File: src/rtl/memory_16bit_arbiter.sv
// Two-requester arbiter/sequencer for the 2 x 16-bit register memory.
// Each transaction takes IDLE -> ACCESS -> DONE, so one completes every three cycles.
// Ties go round-robin, or always to A when FIXED_PRIO is set.
module memory_16bit_arbiter #(
    parameter bit FIXED_PRIO = 1'b0
) (
    input  logic        clk,
    input  logic        rst_n,
    input  logic        reqA,
    input  logic        weA,
    input  logic        selA,
    input  logic [15:0] wdataA,
    output logic        gntA,
    output logic        doneA,
    output logic [15:0] rdataA,
    input  logic        reqB,
    input  logic        weB,
    input  logic        selB,
    input  logic [15:0] wdataB,
    output logic        gntB,
    output logic        doneB,
    output logic [15:0] rdataB,
    output logic        memSel,
    output logic        memWrite,
    output logic [15:0] memDataIn,
    input  logic [15:0] memDataOut
);

    typedef enum logic [1:0] {
        ST_IDLE   = 2'd0,
        ST_ACCESS = 2'd1,
        ST_DONE   = 2'd2
    } state_t;

    localparam logic PORT_A = 1'b0;
    localparam logic PORT_B = 1'b1;

    state_t      state_q, state_d;
    logic        owner_q, owner_d;
    logic        rr_last_q, rr_last_d;
    logic        mem_sel_q, mem_sel_d;
    logic        mem_write_q, mem_write_d;
    logic [15:0] mem_data_in_q, mem_data_in_d;
    logic        gnt_a_q, gnt_a_d;
    logic        gnt_b_q, gnt_b_d;
    logic        done_a_q, done_a_d;
    logic        done_b_q, done_b_d;
    logic [15:0] rdata_a_q, rdata_a_d;
    logic [15:0] rdata_b_q, rdata_b_d;
    logic        pick_b_s;

    // Arbitration: decide whether B wins the current IDLE sample.
    always_comb begin
        pick_b_s = 1'b0;
        if (reqA && reqB) begin
            if (FIXED_PRIO) begin
                pick_b_s = 1'b0;
            end else begin
                pick_b_s = (rr_last_q == PORT_A);
            end
        end else begin
            pick_b_s = reqB;
        end
    end

    // Next-state and registered-output computation for the transaction sequencer.
    always_comb begin
        state_d       = state_q;
        owner_d       = owner_q;
        rr_last_d     = rr_last_q;
        mem_sel_d     = mem_sel_q;
        mem_write_d   = 1'b0;
        mem_data_in_d = mem_data_in_q;
        gnt_a_d       = 1'b0;
        gnt_b_d       = 1'b0;
        done_a_d      = 1'b0;
        done_b_d      = 1'b0;
        rdata_a_d     = rdata_a_q;
        rdata_b_d     = rdata_b_q;
        case (state_q)
            ST_IDLE: begin
                if (reqA || reqB) begin
                    owner_d = pick_b_s;
                    state_d = ST_ACCESS;
                    if (pick_b_s) begin
                        mem_sel_d     = selB;
                        mem_write_d   = weB;
                        mem_data_in_d = wdataB;
                        gnt_b_d       = 1'b1;
                    end else begin
                        mem_sel_d     = selA;
                        mem_write_d   = weA;
                        mem_data_in_d = wdataA;
                        gnt_a_d       = 1'b1;
                    end
                end else begin
                    state_d = ST_IDLE;
                end
            end
            ST_ACCESS: begin
                // A write reports the data it stored; a read captures the memory output.
                rr_last_d = owner_q;
                state_d   = ST_DONE;
                if (owner_q == PORT_B) begin
                    done_b_d  = 1'b1;
                    rdata_b_d = mem_write_q ? mem_data_in_q : memDataOut;
                end else begin
                    done_a_d  = 1'b1;
                    rdata_a_d = mem_write_q ? mem_data_in_q : memDataOut;
                end
            end
            ST_DONE: begin
                state_d = ST_IDLE;
            end
            default: begin
                state_d = ST_IDLE;
            end
        endcase
    end

    // State and output registers with synchronous active-low reset.
    always_ff @(posedge clk) begin
        if (!rst_n) begin
            state_q       <= ST_IDLE;
            owner_q       <= PORT_A;
            rr_last_q     <= PORT_B;
            mem_sel_q     <= 1'b0;
            mem_write_q   <= 1'b0;
            mem_data_in_q <= 16'h0000;
            gnt_a_q       <= 1'b0;
            gnt_b_q       <= 1'b0;
            done_a_q      <= 1'b0;
            done_b_q      <= 1'b0;
            rdata_a_q     <= 16'h0000;
            rdata_b_q     <= 16'h0000;
        end else begin
            state_q       <= state_d;
            owner_q       <= owner_d;
            rr_last_q     <= rr_last_d;
            mem_sel_q     <= mem_sel_d;
            mem_write_q   <= mem_write_d;
            mem_data_in_q <= mem_data_in_d;
            gnt_a_q       <= gnt_a_d;
            gnt_b_q       <= gnt_b_d;
            done_a_q      <= done_a_d;
            done_b_q      <= done_b_d;
            rdata_a_q     <= rdata_a_d;
            rdata_b_q     <= rdata_b_d;
        end
    end

    assign gntA      = gnt_a_q;
    assign gntB      = gnt_b_q;
    assign doneA     = done_a_q;
    assign doneB     = done_b_q;
    assign rdataA    = rdata_a_q;
    assign rdataB    = rdata_b_q;
    assign memSel    = mem_sel_q;
    assign memWrite  = mem_write_q;
    assign memDataIn = mem_data_in_q;

endmodule

File: config.mk
export PLATFORM = sky130hd
export DESIGN_NAME = memory_16bit_arbiter
export DESIGN_NICKNAME = d
export VERILOG_FILES = /design/src/rtl/memory_16bit_arbiter.sv
export SDC_FILE = /design/constraint.sdc
export NUM_CORES = 1
export LEC_CHECK = 0
export ABC_AREA = 1
export BUFFER_PORTS_ARGS = -buffer_cell sky130_fd_sc_hd__buf_2
export CORE_ASPECT_RATIO = 1.75
export CORE_MARGIN = 5
export CORE_UTILIZATION = 35
export DETAILED_ROUTE_END_ITERATION = 10
export REMOVE_ABC_BUFFERS = 1
export SLEW_MARGIN = 20
export SYNTH_ARGS = -nofsm -noshare
export SYNTH_HDL_FRONTEND = slang
export SYNTH_SLANG_ARGS = --single-unit
File: constraint.sdc
create_clock -name clk -period 1.2 [get_ports clk]
set_input_delay 0.24 -clock clk [delete_from_list [all_inputs] [get_ports clk]]
set_output_delay 0.24 -clock clk [all_outputs]
set_load 0.01 [all_outputs]
# After elaboration in Yosys (flattened, before gate mapping)
# Cells that the tools add are included.
# Widths: inputs -> output; s select.
[totals] reg_bits=58 in_bits=56 output_inout_bits=54 wordCells=34
[classes] eq_ne=1 mux=11 n_bitwise=2 reduce_logical=8
[op_table] operator="$mux 16" n=2
[op_table] operator="$mux 1" n=8
[op_table] operator="$reduce_and 2->1" n=4
[op_table] operator="$pmux 2 s2" n=1
[op_table] operator="$reduce_and 3->1" n=1
[op_table] operator="$eq 2x1->1 const B" n=1
[op_table] operator="$logic_not 2->1" n=1
[op_table] operator="$not 1->1" n=2
[op_table] operator="$logic_and 1x1->1" n=1
[op_table] operator="$logic_or 1x1->1" n=1

# Longest topological paths before layout
[logic_depth] ltp_word=3 ltp_mapped=8 depth_no_buf=7

# Worst setup path before layout
# OpenSTA, ideal clock, no wires.
[synth_path] kind="register -> register" startpoint="register owner_q" endpoint="register rdata_b_q[10], in the netlist rdataB[10]" setup_time_ns=0.123 arrival_time_ns=0.947 required_time_ns=1.077 slack_ns=0.131 path_stages_with_launch=7 path_buffers=1 period_less_slack_ns=1.069 path_cell_list="dfxtp_1 > nand3_1 > nand2_1 > inv_2 > buf_2 > nand2_1 > o21ai_1"
[synth_via] elab_chain_cells=1
[synth_lines] item="start: declaration" line_no="39" rtl="logic owner_q, owner_d;"
[synth_lines] item="start signal: assignment" line_no="138" rtl="owner_q <= owner_d;"
[synth_lines] item="$reduce_and 2->1 (no source line)"
[synth_lines] item="end signal: assignment" line_no="148" rtl="rdata_b_q <= rdata_b_d;"
[synth_lines] item="end: declaration" line_no="49" rtl="logic [15:0] rdata_b_q, rdata_b_d;"
# Every way passes these cells.
# A chain may end at the register's enable or synchronous reset.

# Final worst setup path
[layout_path] startpoint="register mem_write_q, in the netlist memWrite" endpoint="register rdata_a_q[3], in the netlist rdataA[3]"
[layout_via] elab_chain_cells=1
[layout_lines] item="start: declaration" line_no="42" rtl="logic mem_write_q, mem_write_d;"
[layout_lines] item="start signal: assignment" line_no="141" rtl="mem_write_q <= mem_write_d;"
[layout_lines] item="$mux 16" line_no="109" rtl="rdata_a_d = mem_write_q ? mem_data_in_q : memDataOut;"
[layout_lines] item="end signal: assignment" line_no="147" rtl="rdata_a_q <= rdata_a_d;"
[layout_lines] item="end: declaration" line_no="48" rtl="logic [15:0] rdata_a_q, rdata_a_d;"
# Every way passes these cells.

==> qor.log <==
INFO  critical_path  cp-end-kind=flip-flop
INFO  critical_path  critical-path-top-cell-by-count=sky130_fd_sc_hd__nand2_1
INFO  layout         insertedDiodeCount=0
INFO  critical_path  worstRegToRegCells=6
INFO  synth          yosysUniqueCellTypes=24
INFO  global_routing grt_antenna_before_repair=0
INFO  synth          synth_area_per_cell=6.94um^2
INFO  timing         fin_crit_sh=95.6%
INFO  critical_path  critical_path.cell_chain=buf_6 -> buf_4 -> o21ai_0 -> nand2_1 -> nand2_1 -> nor2_1
INFO  critical_path  r2r_start=memWrite
INFO  synth          syn-cell-area=2640um^2
INFO  timing         report.final.setup_viol=0
INFO  detailed_routing via_per_inst=4.38
INFO  timing         achievable-frequency=0.872GHz
INFO  power          ir_drop=0.000710V
INFO  power          power.leakage=2.00nW
INFO  cts            cts.reportedPaths.clkPinSlew=50ps
INFO  critical_path  worstPathRequired=1420ps
INFO  detailed_routing postRouteAntennaNets=0
INFO  global_routing grt_usage=16.2%
INFO  timing         hold_viol_final=0
INFO  detailed_routing route.vias.total=2591
INFO  timing         rsz0062_at_grt=yes
INFO  critical_path  cpPeakStageDelay=320ps
INFO  min_path       min-delay-start=weA
INFO  critical_path  setup.reg_to_reg.worst_slack=50ps
INFO  synth          post_synth_adder_cell_area=0%
INFO  global_routing first_pass_grt_wire_length=11700um
INFO  critical_path  kind_of_start_point_of_the_critical_path=flip-flop
INFO  detailed_routing drt-wirelength-per-cell=12.3um
INFO  layout         drive_above_1_share=32.4%
INFO  outcome        status=finished clean
INFO  synth          synth.top_cells.by_area=sky130_fd_sc_hd__dfxtp_1 44%, sky130_fd_sc_hd__nand2_1 16%, sky130_fd_sc_hd__inv_1 8.8%, sky130_fd_sc_hd__nand3_1 7.0%, sky130_fd_sc_hd__nand3b_1 4.8%
INFO  cts            cts_max_path_buffers=2
INFO  detailed_routing route.final.wire_length=7260um
INFO  global_routing grt_start_max_net_pins=20
INFO  power          power-per-cell-area=1530nW/um^2
INFO  detailed_routing post-route-drc-count=0
INFO  placement      post-dp-hpwl=5720um
INFO  timing         maxSlewViolCount=0
INFO  floorplanning  area_of_the_die=9440um^2
INFO  critical_path  timing.critical_path.slowest_stage_cell=sky130_fd_sc_hd__dfxtp_2
INFO  critical_path  path_class=reg2reg
INFO  min_path       hold_depth=3
INFO  timing         tightestPinTransition=344ps
INFO  critical_path  capture_point_of_the_worst_reg_to_reg_path=rdataA[3]
INFO  placement      dp_worst_setup_slack=61.3ps
INFO  synth          seq_area_frac_synth=44.0%
INFO  synth          ys_ff_latch=58
INFO  floorplanning  io-pin-count=110
INFO  layout         final_util=49.3%
INFO  placement      placedInstanceArea=3340um^2
INFO  floorplanning  std_cell_rows=42
INFO  synth          synth_ff_type=sky130_fd_sc_hd__dfxtp_1
INFO  layout         multi_input_comb_area=1120um^2
INFO  layout         final_area=3680um^2
INFO  synth          netlist.area_leader.share=44.0%
INFO  min_path       min_delay_worst_endpoint=memWrite
INFO  critical_path  worst_ep_arrival_time=1370ps
INFO  floorplanning  core_region_area=7460um^2
INFO  detailed_routing drt_iter0_drc=172
INFO  timing         final_period_minus_worst_setup_slack=1150ps
INFO  detailed_routing drt-pass1-iter-count=4
INFO  synth          combinational_family_with_the_most_area_after_synthesis=simple AND/OR/NAND/NOR gates
INFO  synth          post_synth_mux_area_share=0%
INFO  cts            h-tree-depth=3
INFO  timing         timing.max_slew.rel_slack=76.8%
INFO  layout         nFillCells=798
INFO  job            max_cap_violations=0
INFO  min_path       min-delay-path-class=in2reg
INFO  floorplanning  initial_utilization=35.3%
INFO  timing         timing.final.ws_setup=53.4ps
INFO  synth          post_synth_and_or_nand_nor_area_fraction=34.9%
INFO  synth          synth_commonest_cells=110 x sky130_fd_sc_hd__nand2_1, 62 x sky130_fd_sc_hd__inv_1, 58 x sky130_fd_sc_hd__dfxtp_1, 37 x sky130_fd_sc_hd__nand3_1, 19 x sky130_fd_sc_hd__nor2_1
INFO  global_routing grt_overflow=0
INFO  timing         hold_ws=182ps
INFO  cts            cts_tree=yes
INFO  floorplanning  chipWidth=75.6um
INFO  synth          postSynthCellCount=380
INFO  floorplanning  floorplan.die.height=125um
INFO  layout         seqCellArea=1160um^2
INFO  placement      routabilityCongestion=0.827
INFO  global_routing grt_pass1_vias=2479
INFO  cts            sinks_on_clock_net=58
INFO  critical_path  crit_path_max_fanout=7
INFO  synth          yosys.cell_count.top_type=sky130_fd_sc_hd__nand2_1
INFO  layout         fin_nets=554
INFO  synth          yosysWarningCount=0
INFO  timing         final_worst_clock_skew=5.75ps
INFO  synth          synth_enable_flop_cells=0
INFO  synth          ys_async_sr_fraction=0%
INFO  synth          synth_area_leader_cell=sky130_fd_sc_hd__dfxtp_1
INFO  synth          synth-xor-area-share=0%
INFO  cts            clk_root_buffer_cell=sky130_fd_sc_hd__clkbuf_16
INFO  cts            clock_insertion_delay_worst_skew=320ps
INFO  placement      portBuffers=109
INFO  cts            numCtsBuffers=9
INFO  layout         flow.area_growth_from_synthesis=39.4%
INFO  synth          compound_gate_fraction_of_synth_area=7.31%
==> registers in the layout, summed over array words and instances (netlist names), 2 cells and up <==
signal,count
memDataIn,16
rdataA,16
rdataB,16
state_q,2
==> final cells by class <==
class | count | share of cell area (%)
clock inverters | 2 | 0.953
flip-flops and latches | 58 | 31.6
well taps | 88 | 2.99
inverters | 67 | 6.98
repair buffers | 126 | 19.8
clock buffers | 14 | 7.18
multi-input cells | 236 | 30.5
==> report_power, final <==
part           leakage (nW)  switching [mW]  internal, mW  total (mW)
registers             0.476          0.0985          2.08        2.18
clock network         0.147           0.807          1.71        2.52
logic                  1.38           0.536         0.407       0.943
==> stage by stage <==
| stage | TNS [ps] | power (mW) | instances |
|---|---|---|---|
| after CTS | 0 | 5.72 | 591 |
| after floorplan | -3970 | 2.69 | 361 |
| after global routing | -88.2 | 5.94 | 591 |
| after detailed placement | 0 | 3.15 | 572 |
| final | 0 | 5.64 | 591 |
| after global placement | 0 | 3.14 | 572 |
==> critical path, delay by kind of cell (launching register included) <==
family | cells | cell delay [ps]
DFF | 1 | 320
buffers and inverters | 2 | 280
AOI/OAI and AO/OA | 1 | 250
and+or+nand+nor | 3 | 200
==> worst max-delay path by stage <==
stage	to	slack, ps	start
after global placement	rdataB[15]	90	rst_n
after global routing	rdataA[12]	-40	memWrite
after detailed placement	rdataB[15]	60	rst_n
after floorplan	memDataIn[0]	-140	rr_last_q
final	rdataA[3]	50	memWrite
after CTS	rdataA[7]	3	memWrite
==> cells by family (layout without fill, tap and decap cells) <==
group | Yosys count | in the layout
simple gates | 199 | 199
buf+inv | 86 | 209
flops | 58 | 58
compound gates | 37 | 37
==> layer usage <==
layer  part of all wire (%)  track usage [%]
met1                     38             18.6
met2                     54             27.2
met3                    5.3             3.96
met4                    2.8             7.72
met5                      0                0
==> what timing repair did <==
item | in CTS | in global routing
endpoints found under the setup margin | 1 | 17
setup buffers | 3 | 0
hold buffers | 0 | 0
gates resized for setup | 1 | 9
==> layout by cell type (no fill, tap or decap), drive strengths merged <==
master / instances
nand3: 38
nor2: 23
clkinv: 1
a21oi: 2
inv: 67
nand3b: 17
nand4: 1
bufinv: 1
buf: 126
nand2: 119
dfxtp: 58
clkbuf: 14
o21ai: 35
and2: 1
Note: power is estimated with default switching activity, not from simulation.
